`src/rtl/game_timekeeper.sv`:
```
// Game-time controller: divides Clk into in-game minutes, schedules professor visits,
// times quiz windows and flags the overall time limit. Optional feature macro: PROF_LFSR_EN.
module game_timekeeper #(
    parameter int TICKS_PER_MIN = 100_000_000,
    parameter int MAX_TIME      = 120,
    parameter int PROF_MIN_GAP  = 10,
    parameter int PROF_MAX_GAP  = 25,
    parameter int QUIZ_WINDOW   = 10
) (
    input  logic       Clk,
    input  logic       Reset,
    input  logic       start,
    input  logic       clr,
    input  logic       hold,
    input  logic       prof_ack,
    input  logic       quiz_done,
    output logic [7:0] minutes,
    output logic       min_tick,
    output logic       professor,
    output logic       quiz_active,
    output logic       quiz_timeout,
    output logic       time_up
);

    localparam int             PS_W    = (TICKS_PER_MIN > 1) ? $clog2(TICKS_PER_MIN) : 1;
    localparam logic [PS_W-1:0] PS_TERM = PS_W'(TICKS_PER_MIN - 1);
    localparam logic [7:0]     MAX_T   = 8'(MAX_TIME);

    typedef enum logic [2:0] {
        STOPPED,
        RUNNING,
        PROF_PENDING,
        QUIZ_WAIT,
        EXPIRED
    } state_t;

    state_t          state, state_next;
    logic [PS_W-1:0] prescaler;
    logic [7:0]      next_prof;
    logic [7:0]      deadline;
    logic [7:0]      min_next;
    logic [9:0]      gap;
    logic            counting;
    logic            tick;
    logic            schedule;
    logic            load_deadline;
    logic            timeout_fire;

    function automatic logic [7:0] sat255(input logic [9:0] v);
        return (v > 10'd255) ? 8'hFF : v[7:0];
    endfunction

    assign counting = ((state == RUNNING) || (state == PROF_PENDING) || (state == QUIZ_WAIT)) && !hold;
    assign tick     = counting && (prescaler == PS_TERM);
    assign min_next = (tick && (minutes != 8'hFF)) ? minutes + 8'd1 : minutes;

`ifdef PROF_LFSR_EN
    localparam int GAP_RANGE = PROF_MAX_GAP - PROF_MIN_GAP + 1;

    logic [7:0] lfsr;

    // Free-running Fibonacci LFSR, taps 8,6,5,4; clr does not reseed it
    always_ff @(posedge Clk or posedge Reset) begin
        if (Reset)
            lfsr <= 8'hA5;
        else
            lfsr <= {lfsr[6:0], lfsr[7] ^ lfsr[5] ^ lfsr[4] ^ lfsr[3]};
    end

    assign gap = 10'(PROF_MIN_GAP) + 10'(32'(lfsr) % GAP_RANGE);
`else
    assign gap = 10'(PROF_MIN_GAP);
`endif

    always_ff @(posedge Clk or posedge Reset) begin
        if (Reset)
            state <= STOPPED;
        else
            state <= state_next;
    end

    // Decisions use min_next so a minute landing on the same edge is never missed
    always_comb begin
        state_next    = state;
        schedule      = 1'b0;
        load_deadline = 1'b0;
        timeout_fire  = 1'b0;
        if (clr) begin
            state_next = STOPPED;
        end else begin
            case (state)
                STOPPED: begin
                    if (start) begin
                        state_next = RUNNING;
                        schedule   = 1'b1;
                    end
                end
                RUNNING: begin
                    if (tick && (min_next >= MAX_T))
                        state_next = EXPIRED;
                    else if (tick && (min_next == next_prof))
                        state_next = PROF_PENDING;
                end
                PROF_PENDING: begin
                    if (prof_ack) begin
                        state_next    = QUIZ_WAIT;
                        load_deadline = 1'b1;
                    end
                end
                QUIZ_WAIT: begin
                    if (quiz_done || (minutes >= deadline)) begin
                        timeout_fire = !quiz_done;
                        schedule     = 1'b1;
                        state_next   = (min_next >= MAX_T) ? EXPIRED : RUNNING;
                    end
                end
                EXPIRED: state_next = EXPIRED;
                default: state_next = STOPPED;
            endcase
        end
    end

    always_comb begin
        professor   = (state == PROF_PENDING);
        quiz_active = (state == QUIZ_WAIT);
    end

    always_ff @(posedge Clk or posedge Reset) begin
        if (Reset) begin
            prescaler    <= '0;
            minutes      <= 8'd0;
            min_tick     <= 1'b0;
            time_up      <= 1'b0;
            quiz_timeout <= 1'b0;
            next_prof    <= 8'd0;
            deadline     <= 8'd0;
        end else if (clr) begin
            prescaler    <= '0;
            minutes      <= 8'd0;
            min_tick     <= 1'b0;
            time_up      <= 1'b0;
            quiz_timeout <= 1'b0;
            next_prof    <= 8'd0;
            deadline     <= 8'd0;
        end else begin
            if ((state == STOPPED) || (state == EXPIRED))
                prescaler <= '0;
            else if (counting)
                prescaler <= tick ? '0 : prescaler + 1'b1;
            min_tick     <= tick;
            minutes      <= (state == STOPPED) ? 8'd0 : min_next;
            time_up      <= (state != STOPPED) && (min_next >= MAX_T);
            quiz_timeout <= timeout_fire;
            if (schedule)
                next_prof <= sat255({2'b00, min_next} + gap);
            if (load_deadline)
                deadline <= sat255({2'b00, min_next} + 10'(QUIZ_WINDOW));
        end
    end

endmodule

```
`config.mk`:
```
export PLATFORM = sky130hd
export DESIGN_NAME = game_timekeeper
export DESIGN_NICKNAME = d
export VERILOG_FILES = /design/src/rtl/game_timekeeper.sv
export SDC_FILE = /design/constraint.sdc
export NUM_CORES = 1
export LEC_CHECK = 0
export ABC_AREA = 1
export BUFFER_PORTS_ARGS = -buffer_cell sky130_fd_sc_hd__clkbuf_2
export CORE_ASPECT_RATIO = 0.75
export CORE_UTILIZATION = 30
export CTS_CLUSTER_SIZE = 10
export DETAILED_ROUTE_END_ITERATION = 6
export GPL_TIMING_DRIVEN = 0
export PLACE_DENSITY = 0.56
export SLEW_MARGIN = 20
export SYNTH_ARGS = -nofsm -noshare
export SYNTH_HDL_FRONTEND = slang
export SYNTH_SLANG_ARGS = --single-unit
export TNS_END_PERCENT = 30
```
`constraint.sdc`:
```
create_clock -name Clk -period 3.2 [get_ports Clk]
set_input_delay 0.96 -clock Clk [delete_from_list [all_inputs] [get_ports Clk]]
set_output_delay 0.96 -clock Clk [all_outputs]
set_load 0.02 [all_outputs]
```
Word level (Yosys, flattened, before mapping). Cells that the tools add are included. W data, S select, Z words.

Register bits: 57. Input port bits: 7. Output and inout port bits: 13. Word-level logic and storage cells: 75.

Add/sub/neg operators: 3. $lt $le $gt $ge: 3. Equality and inequality tests: 11. Mux-type cells: 32. Reductions and logical operators: 18.

Operators by type and width (number): $mux W27 (4); $mux W8 (8); $add A27 B1 Y27 const B (1); $eq A27 B27 Y1 const B (1); $mux W3 (7); $pmux W3 S5 (1); $mux W1 (11); $add A8 B4 Y9 const B (1); $gt A9 B8 Y1 const B (1); $add A8 B1 Y8 const B (1); $eq A8 B8 Y1 (1); $ge A8 B7 Y1 const B (1); $ge A8 B8 Y1 (1); $ne A8 B8 Y1 const B (1); $eq A3 B2 Y1 const B (2); $logic_and A1 B1 Y1 (6); $ne A3 B3 Y1 const B (2); $reduce_bool A3 Y1 (2); $logic_or A1 B1 Y1 (4); $ne A4 B2 Y1 const B (1); $reduce_and A4 Y1 (1); $reduce_bool A2 Y1 (2); $eq A3 B1 Y1 const B (1); $eq A3 B3 Y1 const B (1); 4 further kinds (5).

Longest topological paths before layout. Gate-level depths: netlist of the first run.

Depth after elaboration: 13. Gate-level depth with buffers: 21. Depth with buffers taken out: 21.

Least setup slack after synthesis of the first run. OpenSTA, ideal clock, no wires.

Path type: input-to-reg. From: input hold. To: register deadline[0]. Setup time: 0.118 ns. Arrival: 2.670 ns. Required time: 3.082 ns. Slack: 0.411 ns. Stages on the path: 19. Path buffers: 1. Cells stage by stage: inv_1 -> nand2_1 -> nor2_2 -> nand2_1 -> nor2_4 -> buf_6 -> nand4_4 -> nand2_2 -> inv_2 -> ha_1 -> nand2_1 -> nand2_1 -> nand2_1 -> nand2_1 -> nand2_2 -> nand2_4 -> nand2_2 -> nand3_1 -> nand2_1.

Cells in the longest elaborated chain, start to end: 10.

RTL lines: start, declared (line 14) `input logic hold,`; $logic_not A1 Y1 * (line 53) `assign counting = ((state == RUNNING) || (state == PROF_PENDING) || (state == QUIZ_WAIT)) && !hold;`; $logic_and A1 B1 Y1 * (line 53); $logic_and A1 B1 Y1 * (line 54) `assign tick = counting && (prescaler == PS_TERM);`; $logic_and A1 B1 Y1 * (line 55) `assign min_next = (tick && (minutes != 8'hFF)) ? minutes + 8'd1 : minutes;`; $mux W8 * (line 55); $add A8 B4 Y9 * (line 157) `deadline <= sat255({2'b00, min_next} + 10'(QUIZ_WINDOW));`; $gt A9 B8 Y1 (line 50) `return (v > 10'd255) ? 8'hFF : v[7:0];`; $mux W8 * (line 50); $mux W8 * (line 156) `if (load_deadline)`; $mux W8 * (line 137) `end else if (clr) begin`; end signal, assigned (line 157); end, declared (line 40) `logic [7:0] deadline;`.

Mark *: on every way between the ends. The rest lies on a longest branch, timed or not. The select of a mux whose other input is x is not followed. A chain may end at the register's enable or synchronous reset.

Final worst setup path of the first run.
From: input hold. To: register deadline[4].

Same word-level chain as after synthesis.

==> results.py, run 1 <==
metrics = {
    "global_routing": {
        "grt_pass1_wl_microns": 17000,
        "grt_max_degree": 57,
        "antenna_found_initial": 0,
        "grt.overflow.total": 0,
        "grt_pass1_vias": 3365,
        "gr-usage-all-layers_pct": 16.0,
    },
    "die": {
        "fp.dieArea_sq_um": 14000,
        "die_w_microns": 136,
        "start_util_pct": 31.0,
        "core.rowCount": 36,
        "ios": 20,
        "fp.dieH_microns": 103,
        "coreArea_sq_um": 13100,
    },
    "route": {
        "vias": 3732,
        "routed_wl_microns": 10300,
        "drt-pass1-iter-count": 4,
        "wire_per_inst_microns": 13.1,
        "drc": 0,
        "final_antenna_net_count": 0,
        "via_per_inst": 4.78,
        "drt-initial-drc-count": 200,
    },
    "sta": {
        "fmax_mhz": 346,
        "slew_violations": 0,
        "rsz0062_at_grt": "no",
        "slew_headroom_pct": 44.7,
        "tightestPinTransition_ns": 0.822,
        "hold_viol": 0,
        "fin_crit_ns": 2.89,
        "setup_viol": 0,
        "finalCritPeriodShare_pct": 90.4,
        "skew_ns": 0.00337,
    },
    "final_layout": {
        "drive_gt1_share_pct": 16.9,
        "fillers": 1335,
        "fin_nets": 623,
        "n_antenna_cell": 0,
        "seqCellArea_sq_um": 1430,
        "final_area_sq_um": 4730,
        "multi_input_area_sq_um": 2260,
        "area_growth_pct": 16.5,
    },
    "yosys": {
        "yosysMostFrequentCell": "nand2_1",
        "synth_top_cell_by_area": "dfrtp_1",
        "synth_top_area_share_pct": 35.1,
        "synth_common_cells": "158 x nand2_1, 77 x inv_1, 68 x nor2_1, 57 x dfrtp_1, 50 x nand3_1",
        "ys_seq_area_share_pct": 35.1,
        "syn-instance-count": 574,
        "yosys-top-cells-area": "dfrtp_1 35%, nand2_1 15%, inv_1 7.1%",
        "synth_area_sq_um": 4060,
        "synth_edf_count": 0,
        "yosysWarnings": 0,
        "syn_nets": 593,
        "async_flop_share_pct": 100,
        "ys_seq_elements": 57,
        "syn_area_per_cell_sq_um": 7.08,
        "synth_cell_types": 41,
        "synth-main-ff-cell": "dfrtp_1",
    },
    "setup_path": {
        "arrival_ns": 3.17,
        "slowest_stage": "buf_6",
        "critical_path_class": "in -> reg",
        "path_buf_inv": 6,
        "crit_path_end": "deadline[4]",
        "r2r-start": "minutes[1]",
        "reg2reg_to": "next_prof[5]",
        "r2r_setup_slack_ns": 0.48,
        "worst-path-stages": 22,
        "critPathMaxStageDelay_ns": 0.20,
        "reg2reg_depth": 11,
        "startpoint": "hold",
        "cp-end-kind": "register",
        "cpMostUsedCell": "nand2_1",
        "cpLargestDelayFamily": "simple AND/OR/NAND/NOR gates",
        "cp-start-kind": "primary input",
        "crit_chain": "clkbuf_2, inv_1, nand2_1, nor2_4, nand2_1, nor2_4, buf_6, nand4_4, nand2_2, inv_2, ha_1, inv_1, nand2_2, inv_2, nand3_2, nand2_1, nand2_1, nand2_2, nand2_4, nand2_2, nand3_1, nand2_1",
        "required_ns": 3.47,
        "critPathMaxFanout": 10,
    },
    "clock_tree": {
        "clock_latency_ns": 0.34,
        "clkTransAtPathRegs_ns": 0.05,
        "cts_root_buffer": "clkbuf_16",
        "post_cts_buffers": 0,
        "clock_sinks": 57,
        "hold_buffers": 0,
        "numCtsBuffers": 9,
        "post_cts_resized": 0,
        "cts_buffer_depth": 2,
        "tritoncts": "built",
        "htreeDepth": 3,
    },
    "flow_run": {
        "cap_violations": 0,
    },
    "pwr": {
        "clkPwrFrac_pct": 48.7,
        "finalPower_mw": 2.20,
        "netSwitchingFraction_pct": 28.4,
        "p_per_area_nw_per_um2": 464,
        "internal-power_mw": 1.57,
        "comb_power_share_pct": 15.4,
        "seqPwrFrac_pct": 35.9,
        "p_switching_uw": 624,
        "worst_ir_drop_vdd_uv": 258,
        "leakage_nw": 2.29,
    },
    "placement": {
        "gp_congestion": 0.854,
        "dpl_cell_area_sq_um": 4400,
        "hpwl_microns": 7890,
        "port_buffers": 18,
    },
    "status": {
        "status": "finished, final reports clean",
    },
    "min_path": {
        "worst_hold_path_type": "in -> async",
    },
}
power groups by stage:
| stage | clock network [mW] | logic [mW] | registers (mW) |
|---|---|---|---|
| finish | 1.07 | 0.338 | 0.788 |
| global route | 1.12 | 0.379 | 0.791 |
| CTS | 1.10 | 0.333 | 0.788 |
| detailed placement | 0 | 0.331 | 0.800 |
| global placement | 0 | 0.318 | 0.799 |
| floorplan | 0 | 0.239 | 0.790 |
layout by cell type, fill, tap and decap left out, drive strengths merged, types with 2 or more instances in the layout:
cell type / netlist / layout
xor2: 5 / 5
clkinv: 1 / 3
clkbuf: 1 / 30
nor4: 4 / 4
inv: 86 / 86
bufinv: 0 / 2
dfrtp: 57 / 57
a211oi: 3 / 3
nand3b: 2 / 2
nand2: 187 / 187
a21oi: 18 / 18
ha: 12 / 12
buf: 7 / 8
nor2: 77 / 77
o21ai: 10 / 10
nor3: 17 / 17
nand3: 53 / 53
nand4: 19 / 19
xnor2: 4 / 4
metal layers:
| metal | GRT usage, % | vias to the layer above | part of all wire (%) |
|---|---|---|---|
| met5 | 0 | - | 0 |
| met4 | 5.90 | 0 | 1.8 |
| met3 | 3.74 | 15 | 4.3 |
| met2 | 21.7 | 73 | 39 |
| met1 | 24.0 | 1741 | 55 |
| li1 | - | 1903 | - |
cell type report:
class,count,area share (%)
repair buffers,19,2.48
multi-input cells,422,47.8
inverters,87,6.95
clock buffers,11,5.34
well taps,171,4.52
clock inverters,5,1.64
plain buffers,8,1.08
flip-flops and latches,57,30.1
state kept, by name, indices dropped and copies added (netlist names):
register / cells
minutes: 8
prescaler: 27
state: 3
next_prof: 8
time_up: 1
min_tick: 1
deadline: 8
quiz_timeout: 1
cells by family (layout without fill, tap and decap cells):
| family | Yosys count | in the layout | share of synthesized area, % |
|---|---|---|---|
| flops | 57 | 57 | 35.1 |
| fa+ha+maj | 12 | 12 | 3.69 |
| xor+xnor | 10 | 10 | 2.49 |
| buf+inv | 95 | 130 | 9.30 |
| simple gates | 360 | 360 | 43.4 |
| compound gates | 40 | 40 | 5.97 |
through the flow:
stage / worst slack [ns] / setup TNS, ns / util (%) / hold WS, ns / cells
global placement: -0.0454 / -0.507 / 33.3 / 0.473 / 763
floorplan: 0.411 / 0 / - / 0.449 / 574
global route: 0.0416 / 0 / 36.1 / 0.463 / 780
CTS: 0.287 / 0 / 36.1 / 0.461 / 780
detailed placement: -0.0506 / -0.609 / 33.6 / 0.478 / 764
finish: 0.308 / 0 / 36.1 / 0.468 / 780
worst min path at each step:
stage / slack [ns] / cells after the start / to
floorplan: 0.45 / 2 / deadline[1]
global placement: 0.47 / 2 / deadline[7]
detailed placement: 0.48 / 2 / deadline[3]
CTS: 0.46 / 2 / quiz_timeout
global route: 0.46 / 2 / quiz_timeout
finish: 0.47 / 2 / quiz_timeout
(Power assumes the default switching activity.)
==> run 2: changes to the inputs <==
--- a/config.mk
+++ b/config.mk
@@ -13,7 +13,8 @@
 export DETAILED_ROUTE_END_ITERATION = 6
 export GPL_TIMING_DRIVEN = 0
 export PLACE_DENSITY = 0.56
-export SLEW_MARGIN = 20
+export RECOVER_POWER = 100
+export SLEW_MARGIN = 15
 export SYNTH_ARGS = -nofsm -noshare
 export SYNTH_HDL_FRONTEND = slang
 export SYNTH_SLANG_ARGS = --single-unit
==> results.py, run 2 (synthesis results as in run 1) <==
metrics = {
    "final_layout": {
        "regMostFlops": "prescaler",
        "fin_nets": 622,
        "fillers": 1406,
        "drive_gt1_share_pct": 12.2,
        "n_antenna_cell": 0,
        "fin_cells": 779,
        "final_util_pct": 34.9,
        "largest_reg_flops": 27,
        "final_area_sq_um": 4570,
        "final_cell_mix": "169 x nand2_1, 76 x inv_1, 69 x nor2_1, 57 x dfrtp_1, 51 x nand3_1",
        "area_growth_pct": 12.5,
        "final_common_cell": "nand2_1",
    },
    "setup_path": {
        "crit_chain": "clkbuf_2, inv_1, nand2_1, nor2_2, nand2_1, nor2_4, buf_6, nand4_4, nand2_2, inv_2, ha_1, inv_1, nand2_2, inv_2, nand3_1, nand2_1, nand2_1, nand2_2, nand2_4, nand2_1, nand3_1, nand2_1",
        "cp-end-kind": "register",
        "arrival_ns": 3.20,
        "critical_path_class": "in -> reg",
        "critPathMaxStageDelay_ns": 0.20,
        "critPathMaxFanout": 10,
        "r2r_setup_slack_ns": 0.47,
        "cp-start-kind": "primary input",
        "path_buf_inv": 6,
        "required_ns": 3.47,
        "cpMostUsedCell": "nand2_1",
        "cpLargestDelayFamily": "simple AND/OR/NAND/NOR gates",
        "slowest_stage": "buf_6",
    },
    "route": {
        "drt-pass1-iter-count": 4,
        "via_per_inst": 4.73,
        "vias": 3683,
        "wire_per_inst_microns": 13.1,
        "drt-initial-drc-count": 230,
        "routed_wl_microns": 10200,
        "final_antenna_net_count": 0,
        "drc": 0,
    },
    "clock_tree": {
        "hold_buffers": 0,
        "clkTransAtPathRegs_ns": 0.05,
        "post_cts_resized": 0,
        "clock_sinks": 57,
        "htreeDepth": 3,
        "numCtsBuffers": 9,
        "tritoncts": "built",
        "cts_buffer_depth": 2,
        "cts_root_buffer": "clkbuf_16",
        "clock_latency_ns": 0.33,
        "post_cts_buffers": 0,
    },
    "placement": {
        "place_inst": 763,
        "port_buffers": 18,
        "dpl_cell_area_sq_um": 4370,
        "gp_congestion": 0.854,
        "hpwl_microns": 7940,
    },
    "global_routing": {
        "grt_pass1_vias": 3396,
        "gr-usage-all-layers_pct": 16.0,
        "grt.overflow.total": 0,
        "grt_max_degree": 58,
        "grt_pass1_wl_microns": 17000,
        "antenna_found_initial": 0,
    },
    "sta": {
        "finalCritPeriodShare_pct": 91.5,
        "hold_viol": 0,
        "fin_crit_ns": 2.93,
        "rsz0062_at_grt": "no",
        "skew_ns": 0.00566,
        "setup_viol": 0,
        "slew_violations": 0,
        "slew_headroom_pct": 20.3,
        "fmax_mhz": 342,
        "tightestPinTransition_ns": 1.19,
    },
    "die": {
        "start_util_pct": 31.0,
        "coreArea_sq_um": 13100,
        "fp.dieArea_sq_um": 14000,
        "core.rowCount": 36,
        "ios": 20,
        "die_w_microns": 136,
        "fp.dieH_microns": 103,
    },
    "min_path": {
        "worst_hold_path_type": "reg -> reg",
    },
    "flow_run": {
        "cap_violations": 0,
    },
    "pwr": {
        "worst_ir_drop_vdd_uv": 265,
        "p_per_area_nw_per_um2": 437,
        "finalPower_mw": 2.00,
        "leakage_nw": 2.20,
    },
    "status": {
        "status": "finished, final reports clean",
    },
}
run 2: cell types whose count changed in the layout (fill, tap and decap cells not counted), sizes merged:
cell,change
buf,-2
bufinv,-2
clkbuf,-1
clkinv,+3
clkinvlp,+1
run 2: final cells by class:
class	count	area (sq um)	area share, %
buffer	8	50.0	1.09
clock buffer	9	225	4.92
tap	171	214	4.68
inverter	87	327	7.14
multi-input combinational	422	2210	48.3
clock inverter	7	47.5	1.04
timing repair buffer	18	73.8	1.61
sequential	57	1430	31.2
run 2: through the flow:
stage | hold WS (ns) | TNS (ns) | setup WS, ns
after floorplan | 0.449 | 0 | 0.411
after global placement | 0.473 | -0.507 | -0.0454
after detailed placement | 0.475 | -0.737 | -0.0638
after CTS | 0.488 | 0 | 0.271
after global routing | 0.508 | 0 | 0.0208
final | 0.486 | 0 | 0.274
run 2: where the power goes:
part	internal, mW	total, mW	switching, mW
clock network	0.521	0.884	0.363
registers	0.754	0.787	0.0338
logic	0.0899	0.326	0.236
run 2: worst register-to-register path: stages (launching register included):
cell and delay [ns]:
dfrtp_1 0.48, ha_1 0.36, a21oi_1 0.14, o21ai_0 0.09, nand2_1 0.06, o2111ai_1 0.27, o21ai_0 0.25, inv_1 0.05
nor2_1 0.43, inv_1 0.27, nand3_1 0.15, nand2_1 0.06
run 2: path summary, 6_finish.rpt:
path                             start           end  depth (start not counted)
max                               hold  next_prof[1]                         22
min                        deadline[3]   deadline[3]                          2
max reg2reg                 minutes[1]  next_prof[1]                         11
min reg2reg                deadline[3]   deadline[3]                          2
max in group asynchronous        Reset  prescaler[1]                          2
min in group asynchronous        Reset      state[2]                          2
run 2: per-layer routing:
layer / up-vias / global-route usage (%) / wire length, microns
met5: - / 0 / 0
met4: 0 / 4.10 / 68
met3: 4 / 3.69 / 464
met2: 70 / 22.3 / 4100
met1: 1712 / 24.2 / 5590
li1: 1897 / - / -
